### src/rtl/ps2_key_ctrl.sv
// PS/2 FIFO drain sequencer and scan-code decoder (E0/F0 prefix folding, held-key tracking).
// Optional macro PS2_KEY_TYPEMATIC_FILTER_EN suppresses auto-repeat make events of the held key.
//
// state  | meaning
// IDLE   | wait for kbd_ready, latch FIFO head and request pop
// POP    | release pop request; keyboard advances its read pointer
// DECODE | fold prefixes or emit an event from the latched byte
module ps2_key_ctrl #(
    parameter int CNT_W = 8
) (
    input  logic             clk,
    input  logic             clrn,
    input  logic [7:0]       kbd_data,
    input  logic             kbd_ready,
    input  logic             kbd_overflow,
    output logic             kbd_nextdata_n,
    output logic             evt_valid,
    output logic [7:0]       evt_code,
    output logic             evt_ext,
    output logic             evt_brk,
    output logic             key_down,
    output logic [7:0]       held_code,
    output logic             held_ext,
    output logic [CNT_W-1:0] press_cnt,
    output logic             err_ovf
);
    localparam logic [1:0] S_IDLE   = 2'd0;
    localparam logic [1:0] S_POP    = 2'd1;
    localparam logic [1:0] S_DECODE = 2'd2;

    localparam logic [7:0] PFX_EXT = 8'hE0;
    localparam logic [7:0] PFX_BRK = 8'hF0;

    logic [1:0]       state_q, state_d;
    logic [7:0]       code_q, code_d;
    logic             ext_pend_q, ext_pend_d;
    logic             brk_pend_q, brk_pend_d;
    logic             nextdata_n_q, nextdata_n_d;
    logic             evt_valid_q, evt_valid_d;
    logic [7:0]       evt_code_q, evt_code_d;
    logic             evt_ext_q, evt_ext_d;
    logic             evt_brk_q, evt_brk_d;
    logic             key_down_q, key_down_d;
    logic [7:0]       held_code_q, held_code_d;
    logic             held_ext_q, held_ext_d;
    logic [CNT_W-1:0] press_cnt_q, press_cnt_d;
    logic             err_ovf_q, err_ovf_d;
    logic             held_match;

    assign held_match = ({ext_pend_q, code_q} == {held_ext_q, held_code_q});

    always_comb begin
        state_d      = state_q;
        code_d       = code_q;
        ext_pend_d   = ext_pend_q;
        brk_pend_d   = brk_pend_q;
        nextdata_n_d = nextdata_n_q;
        evt_valid_d  = 1'b0;
        evt_code_d   = evt_code_q;
        evt_ext_d    = evt_ext_q;
        evt_brk_d    = evt_brk_q;
        key_down_d   = key_down_q;
        held_code_d  = held_code_q;
        held_ext_d   = held_ext_q;
        press_cnt_d  = press_cnt_q;
        err_ovf_d    = err_ovf_q | kbd_overflow;

        case (state_q)
            S_IDLE: begin
                if (kbd_ready) begin
                    code_d       = kbd_data;
                    nextdata_n_d = 1'b0;
                    state_d      = S_POP;
                end
            end
            S_POP: begin
                nextdata_n_d = 1'b1;
                state_d      = S_DECODE;
            end
            S_DECODE: begin
                state_d = S_IDLE;
                if (code_q == PFX_EXT) begin
                    ext_pend_d = 1'b1;
                end else if (code_q == PFX_BRK) begin
                    brk_pend_d = 1'b1;
                end else begin
                    ext_pend_d = 1'b0;
                    brk_pend_d = 1'b0;
                    if (brk_pend_q) begin
                        evt_valid_d = 1'b1;
                        evt_code_d  = code_q;
                        evt_ext_d   = ext_pend_q;
                        evt_brk_d   = 1'b1;
                        if (held_match && key_down_q)
                            key_down_d = 1'b0;
                    end else begin
`ifdef PS2_KEY_TYPEMATIC_FILTER_EN
                        // a make of the key already held is an auto-repeat: drop it entirely
                        if (!(held_match && key_down_q)) begin
                            evt_valid_d = 1'b1;
                            evt_code_d  = code_q;
                            evt_ext_d   = ext_pend_q;
                            evt_brk_d   = 1'b0;
                            held_code_d = code_q;
                            held_ext_d  = ext_pend_q;
                            key_down_d  = 1'b1;
                            press_cnt_d = press_cnt_q + CNT_W'(1);
                        end
`else
                        evt_valid_d = 1'b1;
                        evt_code_d  = code_q;
                        evt_ext_d   = ext_pend_q;
                        evt_brk_d   = 1'b0;
                        held_code_d = code_q;
                        held_ext_d  = ext_pend_q;
                        key_down_d  = 1'b1;
                        press_cnt_d = press_cnt_q + CNT_W'(1);
`endif
                    end
                end
            end
            default: state_d = S_IDLE;
        endcase
    end

    always_ff @(posedge clk or negedge clrn) begin
        if (!clrn) begin
            state_q      <= S_IDLE;
            code_q       <= 8'h00;
            ext_pend_q   <= 1'b0;
            brk_pend_q   <= 1'b0;
            nextdata_n_q <= 1'b1;
            evt_valid_q  <= 1'b0;
            evt_code_q   <= 8'h00;
            evt_ext_q    <= 1'b0;
            evt_brk_q    <= 1'b0;
            key_down_q   <= 1'b0;
            held_code_q  <= 8'h00;
            held_ext_q   <= 1'b0;
            press_cnt_q  <= '0;
            err_ovf_q    <= 1'b0;
        end else begin
            state_q      <= state_d;
            code_q       <= code_d;
            ext_pend_q   <= ext_pend_d;
            brk_pend_q   <= brk_pend_d;
            nextdata_n_q <= nextdata_n_d;
            evt_valid_q  <= evt_valid_d;
            evt_code_q   <= evt_code_d;
            evt_ext_q    <= evt_ext_d;
            evt_brk_q    <= evt_brk_d;
            key_down_q   <= key_down_d;
            held_code_q  <= held_code_d;
            held_ext_q   <= held_ext_d;
            press_cnt_q  <= press_cnt_d;
            err_ovf_q    <= err_ovf_d;
        end
    end

    assign kbd_nextdata_n = nextdata_n_q;
    assign evt_valid      = evt_valid_q;
    assign evt_code       = evt_code_q;
    assign evt_ext        = evt_ext_q;
    assign evt_brk        = evt_brk_q;
    assign key_down       = key_down_q;
    assign held_code      = held_code_q;
    assign held_ext       = held_ext_q;
    assign press_cnt      = press_cnt_q;
    assign err_ovf        = err_ovf_q;

endmodule

### config.mk
export PLATFORM = sky130hd
export DESIGN_NAME = ps2_key_ctrl
export DESIGN_NICKNAME = d
export VERILOG_FILES = /design/src/rtl/ps2_key_ctrl.sv
export SDC_FILE = /design/constraint.sdc
export NUM_CORES = 1
export LEC_CHECK = 0
export BUFFER_PORTS_ARGS = -buffer_cell sky130_fd_sc_hd__clkbuf_2
export CAP_MARGIN = 20
export CORE_UTILIZATION = 45
export CTS_CLUSTER_DIAMETER = 80
export DETAILED_ROUTE_END_ITERATION = 16
export GPL_ROUTABILITY_DRIVEN = 0
export PLACE_DENSITY = 0.69
export SLEW_MARGIN = 20
export SYNTH_ARGS = -nofsm -noshare
export SYNTH_HDL_FRONTEND = slang
export SYNTH_SLANG_ARGS = --single-unit
### constraint.sdc
create_clock -name clk -period 4.7 [get_ports clk]
set_input_delay 0.705 -clock clk [delete_from_list [all_inputs] [get_ports clk]]
set_output_delay 0.705 -clock clk [all_outputs]
set_load 0.01 [all_outputs]
==> report_table.html <==
<table>
<tr><th>Metric</th><th>Value</th></tr>
<tr><th colspan="2">Outcome</th></tr>
<tr><td>Run status</td><td>finished clean</td></tr>
<tr><th colspan="2">Global routing</th></tr>
<tr><td>Number of global-route vias before repair</td><td>1166</td></tr>
<tr><td>Number of antenna violations at the first check in global routing</td><td>0</td></tr>
<tr><td>Total gr overflow</td><td>0</td></tr>
<tr><td>Pin count of the biggest net entering global routing</td><td>44</td></tr>
<tr><td>GR Util All Layers</td><td>17.8%</td></tr>
<tr><td>Wire length of the first global-routing pass</td><td>5.50 mm</td></tr>
<tr><th colspan="2">Synth</th></tr>
<tr><td>Register area share after synthesis</td><td>61.6%</td></tr>
<tr><td>Post-synthesis area per instance</td><td>around 14 µm²</td></tr>
<tr><td>Area share of the leading cell type in the synthesized netlist</td><td>60.1%</td></tr>
<tr><td>Net count after synthesis</td><td>around 140</td></tr>
<tr><td>Yosys top cell by area</td><td>dfrtp_1</td></tr>
<tr><td>Yosys reg bits</td><td>43</td></tr>
<tr><td>Synth warn</td><td>0</td></tr>
<tr><td>Synthesized area</td><td>1750 µm²</td></tr>
<tr><td>Top cells by area, synth</td><td>dfrtp_1 60%, mux2_2 17%, xor2_1 4.5%, xnor2_1 3.5%, nor2_1 1.7%</td></tr>
<tr><td>Number of instances in the synthesized netlist</td><td>122</td></tr>
<tr><td>Number of flops mapped to enable cells by yosys</td><td>0</td></tr>
<tr><td>Most used DFF post-synth</td><td>dfrtp_1</td></tr>
<tr><td>FFs w/ async S/R, synth</td><td>between 90% and 100%</td></tr>
<tr><td>Number of distinct library cells after synthesis</td><td>25</td></tr>
<tr><th colspan="2">Critical path</th></tr>
<tr><td>Reg-to-Reg End</td><td>held_code[6]</td></tr>
<tr><td>Required time worst endpoint</td><td>4.87 ns</td></tr>
<tr><td>Crit. Startpoint</td><td>code_q[2]</td></tr>
<tr><td>Worst reg-to-reg setup slack</td><td>about 2.7 ns</td></tr>
<tr><td>Maximum fanout along the worst path</td><td>19</td></tr>
<tr><td>Length in cells of the worst reg-to-reg path</td><td>3</td></tr>
<tr><td>WP buf/inv</td><td>0</td></tr>
<tr><td>Endpoint kind of the worst setup timing path</td><td>flop</td></tr>
<tr><td>Critical path, cell by cell</td><td>and4b_4, a211oi_4, mux2_2</td></tr>
<tr><td>CP Class</td><td>flop to flop</td></tr>
<tr><td>Cell type of the slowest stage on the worst timing path</td><td>a211oi_4</td></tr>
<tr><td>Worst flop-to-flop path startpoint</td><td>code_q[2]</td></tr>
<tr><td>Kind of cell adding the most delay to the critical path</td><td>compound AO/OA/AOI/OAI gates</td></tr>
<tr><td>Delay of the slowest critical-path stage</td><td>0.77 ns</td></tr>
<tr><td>Arrival time of data at the critical path endpoint</td><td>2.15 ns</td></tr>
<tr><td>Category of the worst setup path launch point</td><td>flop</td></tr>
<tr><th colspan="2">Power and ir drop</th></tr>
<tr><td>Power Dens Cells</td><td>roughly 610 nW/µm²</td></tr>
<tr><td>Part of the total power dissipated in sequential elements</td><td>49.5%</td></tr>
<tr><td>Net load switching power</td><td>429 µW</td></tr>
<tr><td>Fraction of power spent switching nets</td><td>33.4%</td></tr>
<tr><td>Clock network fraction of design power</td><td>about a fifth</td></tr>
<tr><td>Max IR drop VDD</td><td>roughly 270 µV</td></tr>
<tr><td>Combinational Power Share</td><td>31.2%</td></tr>
<tr><td>Leakage power of the design</td><td>0.989 nW</td></tr>
<tr><td>Power Internal</td><td>855 µW</td></tr>
<tr><th colspan="2">Run</th></tr>
<tr><td>Max Cap Violations</td><td>0</td></tr>
<tr><th colspan="2">Timing</th></tr>
<tr><td>Transition time of the tightest slew-check pin</td><td>0.925 ns</td></tr>
<tr><td>Final setup violation count</td><td>0</td></tr>
<tr><td>Final number of hold-violating endpoints</td><td>0</td></tr>
<tr><td>Final cycle utilization of the critical path</td><td>a little over two fifths</td></tr>
<tr><td>Hold WS</td><td>0.471 ns</td></tr>
<tr><td>TNS Setup</td><td>0 ns</td></tr>
<tr><td>Final clock skew</td><td>~0.0041 ns</td></tr>
<tr><td>Min Clock Period, post-route</td><td>around 2.0 ns</td></tr>
<tr><td>Setup repair after global routing missed its margin</td><td>false</td></tr>
<tr><td>Slew HR</td><td>38.3%</td></tr>
<tr><td>Top achievable clock speed</td><td>a little over 0.5 GHz</td></tr>
<tr><td>Final Max Tran Viols</td><td>0</td></tr>
<tr><th colspan="2">Floorplanning</th></tr>
<tr><td>Area of the core region</td><td>3690 µm²</td></tr>
<tr><td>Floorplan die height</td><td>64.3 µm</td></tr>
<tr><td>Standard-cell rows</td><td>22</td></tr>
<tr><td>Top-level port count</td><td>between 40 and 50</td></tr>
<tr><td>Total die area</td><td>4140 µm²</td></tr>
<tr><td>Starting density of the core</td><td>47.4%</td></tr>
<tr><td>Die width</td><td>64.3 µm</td></tr>
<tr><th colspan="2">CTS</th></tr>
<tr><td>Htree depth</td><td>2</td></tr>
<tr><td>Count of hold buffers inserted by post-cts repair</td><td>0</td></tr>
<tr><td>Maximum clock insertion buffer count</td><td>2</td></tr>
<tr><td>CTS tree</td><td>done</td></tr>
<tr><td>Number of setup buffers added after CTS</td><td>0</td></tr>
<tr><td>Number of buffers added by the clock tree synthesis step</td><td>5</td></tr>
<tr><td>Cell chosen for the clock root</td><td>clkbuf_8</td></tr>
<tr><td>Gates resized, CTS repair</td><td>0</td></tr>
<tr><td>Clock transition at the register clock pins on the worst setup and hold paths after CTS</td><td>0.07 ns</td></tr>
<tr><td>Clock sink count</td><td>43</td></tr>
<tr><td>Clock network latency to the later pin of the worst-skew pair</td><td>0.28 ns</td></tr>
<tr><th colspan="2">Route</th></tr>
<tr><td>Routed length per placed instance</td><td>between 10 and 15 µm</td></tr>
<tr><td>Antenna Violating Nets Remaining</td><td>0</td></tr>
<tr><td>Routed Wire Length</td><td>3.11 mm</td></tr>
<tr><td>Starting DRC count in detailed routing</td><td>46</td></tr>
<tr><td>Drc violations</td><td>0</td></tr>
<tr><td>Post-detailed-route via-to-cell ratio</td><td>5.06</td></tr>
<tr><td>Total number of vias</td><td>1102</td></tr>
<tr><td>Initial DRT Pass Iterations</td><td>3</td></tr>
<tr><th colspan="2">Finish</th></tr>
<tr><td>Fraction of final layout cells with drive strength greater than 1</td><td>48.2%</td></tr>
<tr><td>Register Area</td><td>1080 µm²</td></tr>
<tr><td>Filler instances</td><td>323</td></tr>
<tr><td>Footprint of the multi-input gates</td><td>648 µm²</td></tr>
<tr><td>Area growth from synthesis to layout</td><td>20.7%</td></tr>
<tr><td># diodes</td><td>0</td></tr>
<tr><td>NumNets Final</td><td>182</td></tr>
<tr><th colspan="2">Placement</th></tr>
<tr><td>Count of port buffers added during placement</td><td>42</td></tr>
<tr><td>Post-detailed-placement half-perimeter wirelength</td><td>2.21 mm</td></tr>
<tr><th colspan="2">Worst hold path</th></tr>
<tr><td>Worst hold path endpoint</td><td>err_ovf</td></tr>
<tr><td>Worst min-delay path class</td><td>flop to flop</td></tr>
<tr><td>Worst Hold Launch</td><td>err_ovf</td></tr>
<tr><td>Hold-critical path depth</td><td>1</td></tr>
</table>
==> power by group through the flow <==
| stage | Combinational, mW | Clock, mW | Sequential [mW] |
|---|---|---|---|
| floorplan | 0.204 | 0 | 0.668 |
| global placement | 0.396 | 0 | 0.637 |
| detailed placement | 0.405 | 0 | 0.644 |
| CTS | 0.407 | 0.253 | 0.637 |
| global route | 0.448 | 0.270 | 0.659 |
| finish | 0.401 | 0.248 | 0.635 |
==> routing by layer <==
metal / vias up / share of wire [%] / track usage [%]
li1: 514 / - / -
met1: 553 / 45 / 22.0
met2: 31 / 48 / 29.2
met3: 4 / 5.6 / 4.64
met4: 0 / 1.3 / 7.50
met5: - / 0 / 0
==> cells in the final DEF (no fill, tap or decap), types with 4 or more instances in the layout <==
cell	count
and3_1	4
xor2_1	9
mux2_2	26
clkbuf_8	7
clkbuf_2	41
nor2_1	8
xnor2_1	7
nand4_1	4
dfrtp_1	42
==> Yosys cell counts (all sizes together), types with 2 or more instances <==
cell,number
inv,2
a31oi,2
nand4,4
xnor2,7
nor4,2
dfrtp,42
buf,3
nor2,8
nand2,2
xor2,9
and3,4
mux2,27
==> how the worst max path moves through the flow <==
stage	to	depth (start not counted)
after floorplan	code_q[0]	3
after global placement	evt_code[7]	3
after detailed placement	evt_code[1]	3
after CTS	evt_code[1]	3
after global routing	press_cnt[7]	4
final	held_code[6]	3
==> layout make-up <==
type                    instances  area share (%)
multi-input cells              74            30.7
clock buffers                   8            4.74
inverters                       2           0.356
flip-flops and latches         43            51.0
well taps                      48            2.85
repair buffers                 43            10.3
==> registers in the layout, summed over array words and instances (netlist names) <==
name	cells
code_q	8
held_code	8
err_ovf	1
press_cnt	8
key_down	1
kbd_nextdata_n	1
evt_valid	1
brk_pend_q	1
evt_ext	1
evt_code	8
held_ext	1
state_q	2
ext_pend_q	1
evt_brk	1
==> cell families after synthesis <==
| family | share of synthesized area, % |
|---|---|
| buffers and inverters | 1.57 |
| flip-flops | 61.6 |
| AO/OA/AOI/OAI | 2.50 |
| multiplexers | 17.4 |
| XOR/XNOR | 8.01 |
| AND/OR/NAND/NOR | 8.23 |
| adder cells (fa/ha/maj) | 0.715 |
==> per-stage QoR <==
| stage | cells | util (%) | power, mW | setup WS (ns) | area [µm²] |
|---|---|---|---|---|---|
| floorplan | 122 | - | 0.872 | 3.03 | 1750 |
| global placement | 210 | 54.4 | 1.03 | 2.66 | 2010 |
| detailed placement | 210 | 54.4 | 1.05 | 2.56 | 2010 |
| CTS | 218 | 57.1 | 1.30 | 2.54 | 2110 |
| global route | 218 | 57.2 | 1.38 | 2.57 | 2110 |
| finish | 218 | 57.2 | 1.28 | 2.72 | 2110 |
(Power assumes the default switching activity.)
